===== src/rtl/sfp_seq.sv =====
// Row sequencer for sfp_row: reads one psum row, strobes accumulate/divide,
// then writes the normalized result to the output SRAM, once per row.
module sfp_seq #(
  parameter int col     = 8,
  parameter int bw_psum = 19,
  parameter int bw_out  = 9,
  parameter int aw      = 4
) (
  input  logic                    clk,
  input  logic                    reset,
  input  logic                    start,
  input  logic [aw:0]             n_rows,
  output logic                    psum_cen,
  output logic [aw-1:0]           psum_addr,
  input  logic [col*bw_psum-1:0]  psum_q,
  output logic [col*bw_psum-1:0]  sfp_in,
  output logic                    acc,
  output logic                    div,
  output logic                    fifo_ext_rd,
  input  logic [col*bw_out-1:0]   sfp_out,
  output logic                    out_cen,
  output logic                    out_wen,
  output logic [aw-1:0]           out_addr,
  output logic [col*bw_out-1:0]   out_d,
  output logic                    busy,
  output logic                    done
);

  typedef enum logic [3:0] {
    IDLE = 4'd0,
    RD   = 4'd1,
    LOAD = 4'd2,
    ACC1 = 4'd3,
    ACC2 = 4'd4,
    GAP  = 4'd5,
    DIV1 = 4'd6,
    DIV2 = 4'd7,
    W1   = 4'd8,
    W2   = 4'd9,
    WR   = 4'd10,
    DONE = 4'd11
  } state_t;

  localparam logic [aw:0] MAX_ROWS = {1'b1, {aw{1'b0}}};
  localparam logic [aw:0] ONE_ROW  = {{aw{1'b0}}, 1'b1};

  state_t                   state_q, state_d;
  logic [aw-1:0]            row_q, row_d;
  logic [aw:0]              nrows_q, nrows_d;
  logic [col*bw_psum-1:0]   sfp_in_q, sfp_in_d;

  // state, row counter, latched row count and held psum row
  always_ff @(posedge clk or posedge reset) begin
    if (reset) begin
      state_q  <= IDLE;
      row_q    <= '0;
      nrows_q  <= '0;
      sfp_in_q <= '0;
    end else begin
      state_q  <= state_d;
      row_q    <= row_d;
      nrows_q  <= nrows_d;
      sfp_in_q <= sfp_in_d;
    end
  end

  // next-state and per-state output decode
  always_comb begin
    state_d     = state_q;
    row_d       = row_q;
    nrows_d     = nrows_q;
    sfp_in_d    = sfp_in_q;
    psum_cen    = 1'b1;
    psum_addr   = '0;
    acc         = 1'b0;
    div         = 1'b0;
    out_cen     = 1'b1;
    out_wen     = 1'b1;
    out_addr    = '0;
    out_d       = '0;
    done        = 1'b0;
    case (state_q)
      IDLE: begin
        if (start) begin
          // counts beyond the SRAM depth are clamped so addresses never wrap
          nrows_d = (n_rows > MAX_ROWS) ? MAX_ROWS : n_rows;
          row_d   = '0;
          state_d = (n_rows != '0) ? RD : DONE;
        end else begin
          state_d = IDLE;
        end
      end
      RD: begin
        psum_cen  = 1'b0;
        psum_addr = row_q;
        state_d   = LOAD;
      end
      LOAD: begin
        sfp_in_d = psum_q;
        state_d  = ACC1;
      end
      ACC1: begin
        acc     = 1'b1;
        state_d = ACC2;
      end
      ACC2: begin
        acc     = 1'b1;
        state_d = GAP;
      end
      GAP:  state_d = DIV1;
      DIV1: begin
        div     = 1'b1;
        state_d = DIV2;
      end
      DIV2: begin
        div     = 1'b1;
        state_d = W1;
      end
      W1:   state_d = W2;
      W2:   state_d = WR;
      WR: begin
        out_cen  = 1'b0;
        out_wen  = 1'b0;
        out_addr = row_q;
        out_d    = sfp_out;
        if ({1'b0, row_q} == (nrows_q - ONE_ROW)) begin
          state_d = DONE;
        end else begin
          row_d   = row_q + {{(aw-1){1'b0}}, 1'b1};
          state_d = RD;
        end
      end
      DONE: begin
        done    = 1'b1;
        state_d = IDLE;
      end
      default: state_d = IDLE;
    endcase
  end

  assign busy        = (state_q != IDLE);
  assign sfp_in      = sfp_in_q;
  assign fifo_ext_rd = 1'b0;

endmodule


===== config.mk =====
export PLATFORM = sky130hd
export DESIGN_NAME = sfp_seq
export DESIGN_NICKNAME = d
export VERILOG_FILES = /design/src/rtl/sfp_seq.sv
export SDC_FILE = /design/constraint.sdc
export NUM_CORES = 1
export LEC_CHECK = 0
export ABC_AREA = 1
export CAP_MARGIN = 20
export CORE_AREA = 3 3 182 184
export DETAILED_ROUTE_END_ITERATION = 8
export DIE_AREA = 0 0 185 187
export SLEW_MARGIN = 10
export SYNTH_ARGS = -nofsm -noshare
export SYNTH_HDL_FRONTEND = slang
export SYNTH_SLANG_ARGS = --single-unit
export TNS_END_PERCENT = 50

===== constraint.sdc =====
create_clock -name clk -period 7.8 [get_ports clk]
set_input_delay 1.17 -clock clk [delete_from_list [all_inputs] [get_ports clk]]
set_output_delay 1.17 -clock clk [all_outputs]
set_load 0.005 [all_outputs]

==> results.tsv <==
metric	value	unit
status	completed	
place_congestion	0.7752	
drive_above_1_share	0.1771	
syn_nets	846	
fmax	254.3	MHz
grt_max_degree	98	
synth_area	7382	um^2
syn_to_final_growth	77.64	%
via_count	5996	
root_buffer	clkbuf_16	
ios	472	
drtIter0Drc	170	
stdcell_count	1492	
grtUsageTotal	0.1402	
detail_route.wl_per_cell	16.74	um
die_h	187	um
utilization	0.4156	
final.setup_skew	0.02180	ns
antenna_found_initial	0	
syn_inst	612	
synth_top_area_share	0.5593	
worst_setup_path_end_kind	primary output	
nFillCells	3054	
avgSynthCellArea	12.06	um^2
period_share	0.5041	
yosysMostFrequentCell	dfrtp_1	
fin_ws	3.868	ns
cts_max_path_buffers	2	
wl_met1	9386	um
core_area	31560	um^2
pre_cts_ws	4.260	ns
ys.flop_type	dfrtp_1	
routed_wl	24970	um
cap_violations	0	
design.die.area	34600	um^2
rsz0062_at_grt	no	
max_slew_margin	0.3617	
die_x	185	um
hp-class	reg2reg	
synth_top_cell_by_area	dfrtp_1	
cts_hold_buf	0	
synth_commonest_cells	165 x dfrtp_1, 98 x nor2_1, 97 x inv_1	
top_layer_used	met4	
synth_area_leaders	dfrtp_1 56%, mux2_4 14%, mux2_2 13%, nor2_1 5.0%, inv_1 4.9%	
portBuffers	470	
cts_buffers	17	
finalSetupViolCount	0	
initial_core_util	0.2339	
tns	0	ns
overflow	0	
drc	0	
cp.required	6.63	ns
yosysSeqAreaShare	0.5593	
post_cts_buffers	0	
async_flop_share	1.000	
crit_fanout	46	
power.leakage	5.918	nW
arrival	2.76	ns
numClockSinks	165	
hold_violations	0	
fin_nets	1312	
antennaDiodeCount	0	
htree_levels	4	
via_per_inst	4.019	
powerDensity	369.7	nW/um^2
cts_resized	0	
dp_cells	1461	
dr_wl_met3	2480	um
synth.distinct_cells	26	
irDropWorstVdd	198.0	uV
worstSkewPairLatency	0.44	ns
cts_tree	built	
grt_pass1_vias	6320	
path_clk_slew	0.07	ns
fin_crit	3.932	ns
startpoint_type	flop	
yosysWarnings	0	
grt_pass1_wl	37170	um
ys_seq_elements	165	
dpl.hpwl	19000	um
slew_violations	0	
drtPass1Iterations	4	
tightestPinTransition	0.9575	ns
wl_met2	12590	um
rows	65	
crit_type	reg2out	
postRouteAntennaNets	0	
synth-edff-count	0	
==> placed cells by master, fill, tap and decap left out, types with 3 or more instances in the layout <==
cell	Yosys	layout
nand2_1	36	36
inv_6	0	4
buf_4	2	3
bufinv_16	0	5
o22ai_1	4	4
mux2_2	83	83
clkdlybuf4s50_1	0	470
dfrtp_1	165	165
nand3_1	14	14
mux2_4	69	69
inv_1	97	96
clkbuf_16	0	17
nor2_1	98	98
==> path summary, 6_finish.rpt <==
path | start | endpoint | slack, ns | cells after the start
max | state_q[0] | out_d[9] | 3.87 | 7
min | nrows_q[4] | nrows_q[4] | 0.49 | 1
max reg2reg | state_q[1] | sfp_in[94] | 5.21 | 5
min reg2reg | nrows_q[4] | nrows_q[4] | 0.49 | 1
max in group asynchronous | reset | nrows_q[3] | 4.93 | 3
min in group asynchronous | reset | sfp_in[117] | 1.32 | 2
==> per-layer routing <==
layer / up-vias / track usage
met5: - / 0
met2: 278 / 0.2495
li1: 2860 / -
met3: 28 / 0.06165
met4: 0 / 0.04848
met1: 2830 / 0.1460
==> flip-flops by register name, summed over array words and instances (netlist names) <==
register	count
sfp_in	152
row_q	4
state_q	4
nrows_q	5
==> power by group <==
part / internal [W] / switching (W)
registers: 0.00130 / 0.000251
logic: 0.00155 / 0.000790
clock network: 0.000584 / 0.000372
==> area by class of cell <==
cell class	instances	area (um^2)	area share
Multi-Input combinational cell	322	2719	0.2073
Inverter	99	376.6	0.02872
Timing Repair Buffer	473	4727	0.3605
Clock inverter	12	216.5	0.01651
Sequential cell	165	4129	0.3149
Tap cell	402	503.0	0.03836
Clock buffer	19	442.9	0.03378
==> per-stage QoR <==
stage               total power [W]  hold slack, ns  instance area, um^2
global placement           0.003912          0.4775                12450
detailed placement         0.003932          0.4823                12450
global route               0.005144          0.5153                13110
CTS                        0.004932          0.4979                13110
finish                     0.004848          0.4935                13110
floorplan                  0.002663          0.4640                 7382
==> critical path: stages (launching register included) <==
cell             delay [ns]
dfrtp_1                0.45
nor2_4                 0.20
inv_1                  0.07
nor2_2                 0.18
inv_2                  0.29
buf_4                  0.36
nor2_1                 0.23
clkdlybuf4s50_1        0.54
==> cell families (layout without fill, tap and decap cells) <==
| group | count (synthesis) | count (layout) | share of synthesized area |
|---|---|---|---|
| and+or+nand+nor | 154 | 154 | 0.08407 |
| xor gates and xnor gates | 2 | 2 | 0.002373 |
| other | 1 | 1 | 0.0005080 |
| DFF | 165 | 165 | 0.5593 |
| adders and majority gates | 2 | 2 | 0.003389 |
| buffers and inverters | 125 | 603 | 0.07424 |
| muxes | 152 | 152 | 0.2669 |
| AOI/OAI and AO/OA | 11 | 11 | 0.009152 |
Power figures use the tool's default switching activity.
